<file path="src/rtl/darkriscv_pkg.sv">
// Shared types and constants for the darkriscv front end (fetch stage and decoder).
package darkriscv_pkg;

    localparam int unsigned XLEN = 32;

    localparam logic [XLEN-1:0] NOP_INSN = 32'h0000_0013;

    // Major opcodes, shared with the decoder
    localparam logic [6:0] OPC_LUI   = 7'b0110111;
    localparam logic [6:0] OPC_AUIPC = 7'b0010111;
    localparam logic [6:0] OPC_JAL   = 7'b1101111;
    localparam logic [6:0] OPC_JALR  = 7'b1100111;
    localparam logic [6:0] OPC_BCC   = 7'b1100011;
    localparam logic [6:0] OPC_LCC   = 7'b0000011;
    localparam logic [6:0] OPC_SCC   = 7'b0100011;
    localparam logic [6:0] OPC_MCC   = 7'b0010011;
    localparam logic [6:0] OPC_RCC   = 7'b0110011;

    typedef struct packed {
        logic [31:0] data;
        logic [31:0] pc;
    } fetch_entry_t;

    localparam int unsigned ENTRY_W = $bits(fetch_entry_t);

endpackage

</file>
<file path="src/rtl/fetch_queue.sv">
// Small synchronous FIFO with clear; a pop and a push may share a cycle even when full.
module fetch_queue #(
    parameter int unsigned W     = 64,
    parameter int unsigned DEPTH = 2,
    localparam int unsigned CW   = $clog2(DEPTH + 1),
    localparam int unsigned PW   = (DEPTH > 1) ? $clog2(DEPTH) : 1
) (
    input  logic          clk,
    input  logic          rst,
    input  logic          clear,
    input  logic          push,
    input  logic [W-1:0]  push_data,
    input  logic          pop,
    output logic [W-1:0]  head,
    output logic [CW-1:0] count
);

    logic [W-1:0]  mem [DEPTH];
    logic [PW-1:0] rd_ptr;
    logic [PW-1:0] wr_ptr;
    logic          empty;
    logic          full;
    logic          do_pop;
    logic          do_push;

    function automatic logic [PW-1:0] ptr_inc(input logic [PW-1:0] p);
        return (p == PW'(DEPTH - 1)) ? '0 : p + PW'(1);
    endfunction

    assign empty   = (count == '0);
    assign full    = (count == CW'(DEPTH));
    assign do_pop  = pop & !empty;
    assign do_push = push & (!full | do_pop);
    assign head    = mem[rd_ptr];

    always_ff @(posedge clk) begin
        if (rst || clear) begin
            rd_ptr <= '0;
            wr_ptr <= '0;
            count  <= '0;
        end else begin
            if (do_push) wr_ptr <= ptr_inc(wr_ptr);
            if (do_pop)  rd_ptr <= ptr_inc(rd_ptr);
            count <= count + CW'(do_push) - CW'(do_pop);
        end
    end

    // Storage needs no reset; validity is tracked by count
    always_ff @(posedge clk) begin
        if (do_push && !rst && !clear) mem[wr_ptr] <= push_data;
    end

endmodule

</file>
<file path="src/rtl/fetch_stage.sv">
// darkriscv instruction fetch: PC, in-order bus requests, prefetch queue, decoder flush/xreset.
// Optional FETCH_PERF_EN adds saturating stall and drop counters.
module fetch_stage
    import darkriscv_pkg::*;
#(
    parameter logic [31:0] RESET_PC     = 32'h0,
    parameter int unsigned QDEPTH       = 2,
    parameter int unsigned XRES_CYCLES  = 2,
    parameter int unsigned FLUSH_CYCLES = 2
) (
    input  logic        clk,
    input  logic        rst,
    input  logic        hlt,
    input  logic        redir,
    input  logic [31:0] redir_pc,
    output logic        ireq,
    output logic [31:0] iaddr,
    input  logic        igrant,
    input  logic        ivalid,
    input  logic [31:0] idata,
    output logic [31:0] insn,
    output logic [31:0] insn_pc,
    output logic        flush,
    output logic        xreset
`ifdef FETCH_PERF_EN
    ,
    output logic [31:0] fetch_stall_cnt,
    output logic [31:0] fetch_drop_cnt
`endif
);

    localparam int unsigned CW = $clog2(QDEPTH + 1);
    localparam int unsigned SW = CW + 1;
    localparam int unsigned XW = $clog2(XRES_CYCLES + 2);
    localparam int unsigned FW = $clog2(FLUSH_CYCLES + 2);

    logic [31:0]   pc;
    logic [CW-1:0] discard;
    logic [FW-1:0] flush_cnt;
    logic [XW-1:0] xres_cnt;

    logic [CW-1:0] dq_count;
    logic [CW-1:0] aq_count;
    logic [SW-1:0] inflight;
    fetch_entry_t  dq_in;
    fetch_entry_t  dq_head;
    logic [31:0]   aq_head;
    logic          dq_empty;
    logic          grant;
    logic          drop;
    logic          dq_push;
    logic          dq_pop;

    assign inflight = SW'(dq_count) + SW'(aq_count);
    assign ireq     = !rst & (inflight < SW'(QDEPTH)) & !redir;
    assign iaddr    = pc;
    assign grant    = ireq & igrant;
    assign drop     = ivalid & (discard != '0);
    assign dq_push  = ivalid & !drop;
    assign dq_empty = (dq_count == '0);
    assign dq_pop   = !dq_empty & !hlt & !redir;
    assign dq_in    = '{data: idata, pc: aq_head};

    // Addresses of outstanding requests; its occupancy is the outstanding count
    fetch_queue #(.W(32), .DEPTH(QDEPTH)) u_addr_q (
        .clk       (clk),
        .rst       (rst),
        .clear     (1'b0),
        .push      (grant),
        .push_data (pc),
        .pop       (ivalid),
        .head      (aq_head),
        .count     (aq_count)
    );

    fetch_queue #(.W(ENTRY_W), .DEPTH(QDEPTH)) u_data_q (
        .clk       (clk),
        .rst       (rst),
        .clear     (redir),
        .push      (dq_push),
        .push_data (dq_in),
        .pop       (dq_pop),
        .head      (dq_head),
        .count     (dq_count)
    );

    always_ff @(posedge clk) begin
        if (rst) begin
            pc        <= RESET_PC;
            discard   <= '0;
            flush_cnt <= '0;
            xres_cnt  <= XW'(XRES_CYCLES);
        end else begin
            if (redir) begin
                // Everything still in flight after this cycle belongs to the old path
                pc        <= redir_pc;
                discard   <= aq_count - CW'(ivalid);
                flush_cnt <= FW'(FLUSH_CYCLES);
            end else begin
                if (grant)              pc        <= pc + 32'd4;
                if (drop)               discard   <= discard - CW'(1);
                if (flush_cnt != '0)    flush_cnt <= flush_cnt - FW'(1);
            end
            if (xres_cnt != '0) xres_cnt <= xres_cnt - XW'(1);
        end
    end

    assign xreset  = rst | (xres_cnt != '0);
    assign flush   = (flush_cnt != '0) | dq_empty | xreset;
    assign insn    = dq_empty ? NOP_INSN : dq_head.data;
    assign insn_pc = dq_empty ? pc : dq_head.pc;

`ifdef FETCH_PERF_EN
    // Saturating event counters
    always_ff @(posedge clk) begin
        if (rst) begin
            fetch_stall_cnt <= '0;
            fetch_drop_cnt  <= '0;
        end else begin
            if (!xreset && dq_empty && !hlt && (fetch_stall_cnt != '1))
                fetch_stall_cnt <= fetch_stall_cnt + 32'd1;
            if (drop && (fetch_drop_cnt != '1))
                fetch_drop_cnt <= fetch_drop_cnt + 32'd1;
        end
    end
`endif

endmodule

</file>
<file path="config.mk">
export PLATFORM = sky130hd
export DESIGN_NAME = fetch_stage
export DESIGN_NICKNAME = d
export VERILOG_FILES = /design/src/rtl/darkriscv_pkg.sv /design/src/rtl/fetch_queue.sv /design/src/rtl/fetch_stage.sv
export SDC_FILE = /design/constraint.sdc
export NUM_CORES = 1
export LEC_CHECK = 0
export ABC_AREA = 1
export CAP_MARGIN = 20
export CORE_ASPECT_RATIO = 1.5
export CORE_UTILIZATION = 23
export DETAILED_ROUTE_END_ITERATION = 10
export PLACE_DENSITY_LB_ADDON = 0.2
export SETUP_SLACK_MARGIN = 0.4
export SLEW_MARGIN = 20
export SYNTH_ARGS = -nofsm -noshare
export SYNTH_HDL_FRONTEND = slang
export SYNTH_SLANG_ARGS = --single-unit
</file>
<file path="constraint.sdc">
create_clock -name clk -period 18.25 [get_ports clk]
set_input_delay 1.825 -clock clk [delete_from_list [all_inputs] [get_ports clk]]
set_output_delay 1.825 -clock clk [all_outputs]
set_load 0.05 [all_outputs]
</file>
==> results.sh, run 1 <==
export IMPL_gpl_final_weighted_congestion=0.817
export IMPL_timing_critical_path_mode_cell="sky130_fd_sc_hd__clkdlybuf4s50_1"
export IMPL_top_cell_family_by_delay_on_the_critical_path="buffers and inverters"
export IMPL_insertedDiodeCount=0
export IMPL_via_count=7464
export IMPL_grt_util_all_layers=0.132
export IMPL_postRouteAntennaNets=0
export IMPL_critical_path_max_stage_delay_ps=850
export IMPL_syn_inst=956
export IMPL_htree_levels=1
export IMPL_synth_top_cells_by_count="sky130_fd_sc_hd__nand2_1, sky130_fd_sc_hd__edfxtp_1, sky130_fd_sc_hd__a21oi_1"
export IMPL_via_count_of_the_first_global_routing_pass=7567
export IMPL_clk_path_buf_depth=3
export IMPL_drt_drc_violations_left=0
export IMPL_synth_most_common_cell="sky130_fd_sc_hd__nand2_1"
export IMPL_post_synth_main_area_contributors="sky130_fd_sc_hd__edfxtp_1, sky130_fd_sc_hd__dfxtp_1, sky130_fd_sc_hd__nand2_1"
export IMPL_critical_path_endpoint="ireq"
export IMPL_synth_largest_area_cell="sky130_fd_sc_hd__edfxtp_1"
export IMPL_cp_arrival_ps=4460
export IMPL_kind_of_path_behind_the_tightest_hold_check="reg2reg"
export IMPL_postCtsSetupRepairBufs=0
export IMPL_seq_area_frac_synth=0.656
export IMPL_critPathCaptureType="primary output"
export IMPL_critical_path_n_buffers_inverters=4
export IMPL_die_w_microns=174
export IMPL_total_leakage_power_nw=4.63
export IMPL_timing_worst_setup_path_type="in2out"
export IMPL_syn_area_sq_um=10300
export IMPL_finalSetupViolCount=0
export IMPL_boundary_pins=169
export IMPL_cts_inserted_buffers=25
export IMPL_dr_pass1_iters=5
export IMPL_drt_first_iter_violations=439
export IMPL_synthesis_nets=1034
export IMPL_areaGrowthSynthToFinish_pct=30.6
export IMPL_nFillCells=4524
export IMPL_synthesis_area_per_instance_sq_um=10.7
export IMPL_run_status="finished clean"
export IMPL_groute_layer_met2_usage=0.252
export IMPL_synth_async_sr_flop_share=0
export IMPL_rsz_0062_raised_after_global_routing="no"
export IMPL_route_final_wire_length_microns=30400
export IMPL_die_area_sq_um=45400
export IMPL_synthesis_yosys_warnings=0
export IMPL_worst_endpoint_required_time_ps=16420
export IMPL_peakVddDrop_mv=0.0681
export IMPL_core_rowCount=94
export IMPL_max_slew_margin_rel=0.306
export IMPL_worst_r2r_cell_count=7
export IMPL_power_per_cell_area_nw_per_um2=107
export IMPL_grt_max_degree=66
export IMPL_report_final_slew_viol_count=0
export IMPL_wire_per_inst_microns=17.8
export IMPL_prevailing_post_synth_register_cell="sky130_fd_sc_hd__edfxtp_1"
export IMPL_clock_sinks=240
export IMPL_port_buffers=168
export IMPL_crit_path_max_delay_cell_type="sky130_fd_sc_hd__clkdlybuf4s50_1"
export IMPL_avgViaCountPerCell=4.36
export IMPL_globalRoute_busiestLayer="met2"
export IMPL_hold_buffers=0
export IMPL_clock_latency_ps=530
export IMPL_fin_util=0.305
export IMPL_achievable_frequency_mhz=159
export IMPL_cts_tree="yes"
export IMPL_drive_gt1_frac=0.0968
export IMPL_timing_final_crit_share=0.344
export IMPL_synthDistinctLibCells=38
export IMPL_clock_skew_final_ps=8.65
export IMPL_clk_transition_reported_paths_ps=60
export IMPL_dpl_hpwl_microns=20200
export IMPL_timing_critical_path_from="rst"
export IMPL_grt_met1_usage=0.147
export IMPL_die_outline_height_microns=261
export IMPL_grt_remaining_overflow=0
export IMPL_grt_first_pass_wirelength_microns=45300
export IMPL_synth_edff_count=192
export IMPL_antenna_found_initial=0
export IMPL_cts_root_buf="sky130_fd_sc_hd__clkbuf_16"
export IMPL_floorplan_initialDensity=0.234
export IMPL_crit_fanout=25
export IMPL_synth_seq_cells=240
export IMPL_report_final_hold_viol_count=0
export IMPL_critPathLaunchType="input pin"
export IMPL_worst_r2r_startpoint="u_addr_q.count[1]$_SDFF_PP0_"
export IMPL_cell_breakdown_of_the_critical_path="clkdlybuf4s50_1, buf_4, inv_1, nand2_1, nor3_1, clkdlybuf4s50_1"
export IMPL_final_setup_tns_ps=0
export IMPL_pin_slew_with_the_least_headroom_to_its_limit_ps=1040
export IMPL_fin_crit_ps=6280
export IMPL_worst_path_stages=6
export IMPL_postCtsResizedCells=0
export IMPL_core_area_sq_um=43900
export IMPL_timing_rr_end="u_addr_q.mem[1][26]$_DFFE_PP_"
export IMPL_grt_met3_usage=0.0169
export IMPL_max_cap_violations=0
export IMPL_synth_top_area_frac=0.562
export IMPL_rrSetupSlack_ps=15230
export IMPL_finalNetCount=1196
-- per-stage QoR --
step / cells / hold slack [ps] / setup WS, ps / power (mW) / instance area [sq um]
detailed placement: 1667 / 442 / 11920 / 0.938 / 12600
floorplan: 956 / 422 / 10810 / 0.832 / 10300
global placement: 1665 / 439 / 11900 / 0.933 / 12500
CTS: 1712 / 460 / 11900 / 1.45 / 13400
finish: 1712 / 460 / 11970 / 1.43 / 13400
global route: 1712 / 488 / 11830 / 1.49 / 13400
-- layout by cell type, fill, tap and decap left out, types with 3 or more instances in the layout --
master and n:
sky130_fd_sc_hd__nor2_4 7, sky130_fd_sc_hd__nor2_1 99, sky130_fd_sc_hd__inv_2 5, sky130_fd_sc_hd__clkdlybuf4s50_1 168, sky130_fd_sc_hd__ha_1 7, sky130_fd_sc_hd__nor3_1 4, sky130_fd_sc_hd__a22oi_1 16, sky130_fd_sc_hd__bufinv_16 3
sky130_fd_sc_hd__clkbuf_1 9, sky130_fd_sc_hd__nor3_2 3, sky130_fd_sc_hd__nand2_1 230, sky130_fd_sc_hd__buf_4 10, sky130_fd_sc_hd__dfxtp_1 47, sky130_fd_sc_hd__clkbuf_16 25, sky130_fd_sc_hd__nor2_2 6, sky130_fd_sc_hd__o221ai_1 3
sky130_fd_sc_hd__o211ai_1 4, sky130_fd_sc_hd__mux2_2 32, sky130_fd_sc_hd__o21ai_0 19, sky130_fd_sc_hd__a21oi_1 107, sky130_fd_sc_hd__a31oi_1 10, sky130_fd_sc_hd__nand2_2 7, sky130_fd_sc_hd__inv_1 49, sky130_fd_sc_hd__clkinv_1 4
sky130_fd_sc_hd__nand3_1 47, sky130_fd_sc_hd__edfxtp_1 192
-- registers in the layout, summed over array words and instances (netlist names), named ones only --
register / count
u_data_q.rd_ptr: 1
u_data_q.wr_ptr: 1
discard: 2
u_data_q.mem: 128
xres_cnt: 2
u_addr_q.mem: 64
iaddr: 32
u_addr_q.wr_ptr: 1
u_addr_q.rd_ptr: 1
u_data_q.count: 2
flush_cnt: 2
u_addr_q.count: 2
-- tightest hold or removal path: cells and delay by family (launching register included) --
| kind | cells | cell delay (ps) |
|---|---|---|
| and+or+nand+nor | 1 | 60 |
| DFF | 1 | 310 |
| AOI/OAI and AO/OA | 1 | 50 |
-- cell type report --
cell class	count	area, sq um	share of cell area
Tap cell	576	721	0.0538
Multi-Input combinational cell	616	3120	0.233
Clock buffer	35	673	0.0503
Inverter	55	206	0.0154
Clock inverter	10	128	0.00953
Timing Repair Buffer	180	1810	0.135
Sequential cell	240	6730	0.502
-- cell families (layout without fill, tap and decap cells) --
family                   after synthesis  after routing  synth area share
AND/OR/NAND/NOR                      412            412             0.167
flip-flops                           240            240             0.656
AO/OA/AOI/OAI                        162            162            0.0874
buffers and inverters                100            280            0.0421
multiplexers                          32             32            0.0351
adder cells (fa/ha/maj)                8              8            0.0105
XOR/XNOR                               2              2           0.00171
-- power by group --
part / leakage, nW / switching [mW] / internal, mW / total, mW
registers: 2.15 / 0.0202 / 0.626 / 0.646
logic: 2.09 / 0.179 / 0.0965 / 0.276
clock network: 0.385 / 0.209 / 0.299 / 0.508
-- per-layer routing --
layer / part of all wire / vias to the layer above
li1: - / 3634
met5: 0 / -
met1: 0.39 / 3626
met4: 0.033 / 0
met2: 0.53 / 158
met3: 0.041 / 46
-- worst min path at each step --
stage                                            start                            to  depth (start not counted)
after CTS                 u_addr_q.rd_ptr$_SDFFE_PP0N_  u_addr_q.rd_ptr$_SDFFE_PP0N_                          1
after global routing      u_addr_q.rd_ptr$_SDFFE_PP0N_  u_addr_q.rd_ptr$_SDFFE_PP0N_                          1
final                     u_data_q.wr_ptr$_SDFFE_PP0N_  u_data_q.wr_ptr$_SDFFE_PP0N_                          2
after global placement    u_addr_q.rd_ptr$_SDFFE_PP0N_  u_addr_q.rd_ptr$_SDFFE_PP0N_                          1
after detailed placement  u_addr_q.rd_ptr$_SDFFE_PP0N_                     flip-flop                          1
after floorplan              flush_cnt[0]$_SDFFE_PP0P_     flush_cnt[0]$_SDFFE_PP0P_                          1
(Power assumes the default switching activity.)
==> run 2: changes to the inputs <==
==> constraint.sdc (replaced) <==
create_clock -name clk -period 5.9 [get_ports clk]
set_input_delay 0.59 -clock clk [delete_from_list [all_inputs] [get_ports clk]]
set_output_delay 0.59 -clock clk [all_outputs]
set_load 0.05 [all_outputs]
==> run 2 against run 1 <==
Net effect:
- wire length is 1.0% higher
- sequential share of layout area is 0.19 points higher
- non-clock buffer count stayed put
- clock power grew to 3.0 times the previous value
- worst setup slack worse by 10000 ps
- flip-flop and latch count stayed put
- worst hold slack hardly changed
- power grew to 3.1 times the previous value
- clock-buffer cell count is 1 higher
- largest power group unchanged
==> results.sh, run 2 (synthesized netlist as in run 1, its figures left out) <==
export IMPL_max_cap_violations=0
export IMPL_wire_per_inst_microns=18.0
export IMPL_globalRoute_busiestLayer="met2"
export IMPL_avgViaCountPerCell=4.41
export IMPL_grt_met3_usage=0.0163
export IMPL_grt_first_pass_wirelength_microns=47100
export IMPL_cp_arrival_ps=3410
export IMPL_grt_max_degree=65
export IMPL_core_area_sq_um=43900
export IMPL_grt_met1_usage=0.155
export IMPL_finalNetCount=1196
export IMPL_report_final_slew_viol_count=0
export IMPL_achievable_frequency_mhz=250
export IMPL_finalSetupViolCount=0
export IMPL_route_final_wire_length_microns=30800
export IMPL_floorplan_initialDensity=0.234
export IMPL_peakVddDrop_mv=0.188
export IMPL_boundary_pins=169
export IMPL_htree_levels=1
export IMPL_groute_layer_met2_usage=0.257
export IMPL_report_final_hold_viol_count=0
export IMPL_timing_critical_path_from="u_data_q.count[1]$_SDFF_PP0_"
export IMPL_clock_skew_final_ps=8.73
export IMPL_critPathCaptureType="primary output"
export IMPL_pin_slew_with_the_least_headroom_to_its_limit_ps=1030
export IMPL_final_common_cell="sky130_fd_sc_hd__nand2_1"
export IMPL_crit_fanout=55
export IMPL_total_leakage_power_nw=4.62
export IMPL_port_buffers=168
export IMPL_nFillCells=4528
export IMPL_areaGrowthSynthToFinish_pct=30.1
export IMPL_drt_first_iter_violations=424
export IMPL_dr_pass1_iters=4
export IMPL_kind_of_path_behind_the_tightest_hold_check="reg2reg"
export IMPL_gpl_final_weighted_congestion=0.814
export IMPL_grt_remaining_overflow=0
export IMPL_cts_root_buf="sky130_fd_sc_hd__clkbuf_16"
export IMPL_postRouteAntennaNets=0
export IMPL_worst_r2r_startpoint="u_data_q.count[1]$_SDFF_PP0_"
export IMPL_clk_path_buf_depth=3
export IMPL_postCtsResizedCells=0
export IMPL_via_count=7546
export IMPL_max_slew_margin_rel=0.313
export IMPL_via_count_of_the_first_global_routing_pass=7744
export IMPL_power_per_cell_area_nw_per_um2=329
export IMPL_clock_latency_ps=530
export IMPL_worstHoldPathCells=1
export IMPL_holdPathEnd="u_addr_q.rd_ptr$_SDFFE_PP0N_"
export IMPL_timing_worst_setup_path_type="reg2out"
export IMPL_largest_register="u_data_q.mem"
export IMPL_antenna_found_initial=0
export IMPL_clock_sinks=240
export IMPL_die_area_sq_um=45400
export IMPL_postCtsSetupRepairBufs=0
export IMPL_drive_gt1_frac=0.0950
export IMPL_hold_buffers=0
export IMPL_dpl_hpwl_microns=20500
export IMPL_cts_inserted_buffers=25
export IMPL_layout_cells_most_common_list="sky130_fd_sc_hd__nand2_1, sky130_fd_sc_hd__edfxtp_1, sky130_fd_sc_hd__clkdlybuf4s50_1"
export IMPL_largest_register_ff_count=128
export IMPL_die_outline_height_microns=261
export IMPL_rrSetupSlack_ps=2770
export IMPL_timing_final_crit_share=0.678
export IMPL_hold_start="u_addr_q.rd_ptr$_SDFFE_PP0N_"
export IMPL_worst_r2r_cell_count=7
export IMPL_die_w_microns=174
export IMPL_final_setup_tns_ps=0
export IMPL_insertedDiodeCount=0
export IMPL_core_rowCount=94
export IMPL_rsz_0062_raised_after_global_routing="no"
export IMPL_fin_crit_ps=4000
export IMPL_drt_drc_violations_left=0
export IMPL_grt_util_all_layers=0.136
export IMPL_cts_tree="yes"
export IMPL_timing_rr_end="u_data_q.mem[0][21]$_DFFE_PP_"
export IMPL_run_status="finished clean"
export IMPL_worst_endpoint_required_time_ps=5310
export IMPL_clk_transition_reported_paths_ps=60
export IMPL_critPathLaunchType="flip-flop"
export IMPL_holdWs_ps=460
[run 2: cell types whose count changed in the layout (fill, tap and decap cells not counted), sizes merged]
cell	delta
bufinv	-1
clkbuf	+1
clkinv	+2
clkinvlp	-1
[run 2: per-layer routing]
| metal | vias up | routed length (microns) |
|---|---|---|
| li1 | 3634 | - |
| met1 | 3699 | 12300 |
| met2 | 162 | 16400 |
| met3 | 51 | 1230 |
| met4 | 0 | 911 |
| met5 | - | 0 |
[run 2: how the worst max path moves through the flow]
stage	endpoint	slack [ps]
after floorplan	u_data_q.mem[0][0]$_DFFE_PP_	1480
after global placement	u_data_q.mem[0][26]$_DFFE_PP_	1920
after detailed placement	u_data_q.mem[0][25]$_DFFE_PP_	1890
after CTS	insn_pc[21]	1790
after global routing	insn_pc[21]	1710
final	insn_pc[21]	1900
[run 2: where the power goes]
group | total [mW] | internal (mW) | switching [mW] | leakage (nW)
Combinational | 0.847 | 0.295 | 0.552 | 2.09
Sequential | 2.00 | 1.94 | 0.0635 | 2.15
Clock | 1.54 | 0.893 | 0.645 | 0.379
Total | 4.39 | 3.13 | 1.26 | 4.62
[run 2: cell type report]
type                    count  area, sq um  share of cell area
flip-flops and latches    240         6730               0.504
multi-input cells         616         3130               0.235
repair buffers            180         1770               0.133
well taps                 576          721              0.0540
clock buffers              36          687              0.0515
inverters                  55          206              0.0155
clock inverters            10         96.3             0.00722
[run 2: metrics by stage]
step                cells   util  area [sq um]  setup slack [ps]  power (mW)
floorplan             956      -         10300              1480        2.57
global placement     1667  0.286         12600              1920        2.89
detailed placement   1667  0.286         12600              1890        2.90
CTS                  1713  0.304         13300              1790        4.46
global route         1713  0.304         13300              1710        4.59
finish               1713  0.304         13300              1900        4.39
[run 2: worst max-delay path, stage by stage (launching register included)]
cell and delay [ps]:
sky130_fd_sc_hd__dfxtp_1 350, sky130_fd_sc_hd__or2_1 270, sky130_fd_sc_hd__inv_2 380, sky130_fd_sc_hd__buf_4 610, sky130_fd_sc_hd__a21oi_1 90, sky130_fd_sc_hd__a22oi_1 250
sky130_fd_sc_hd__clkdlybuf4s50_1 850
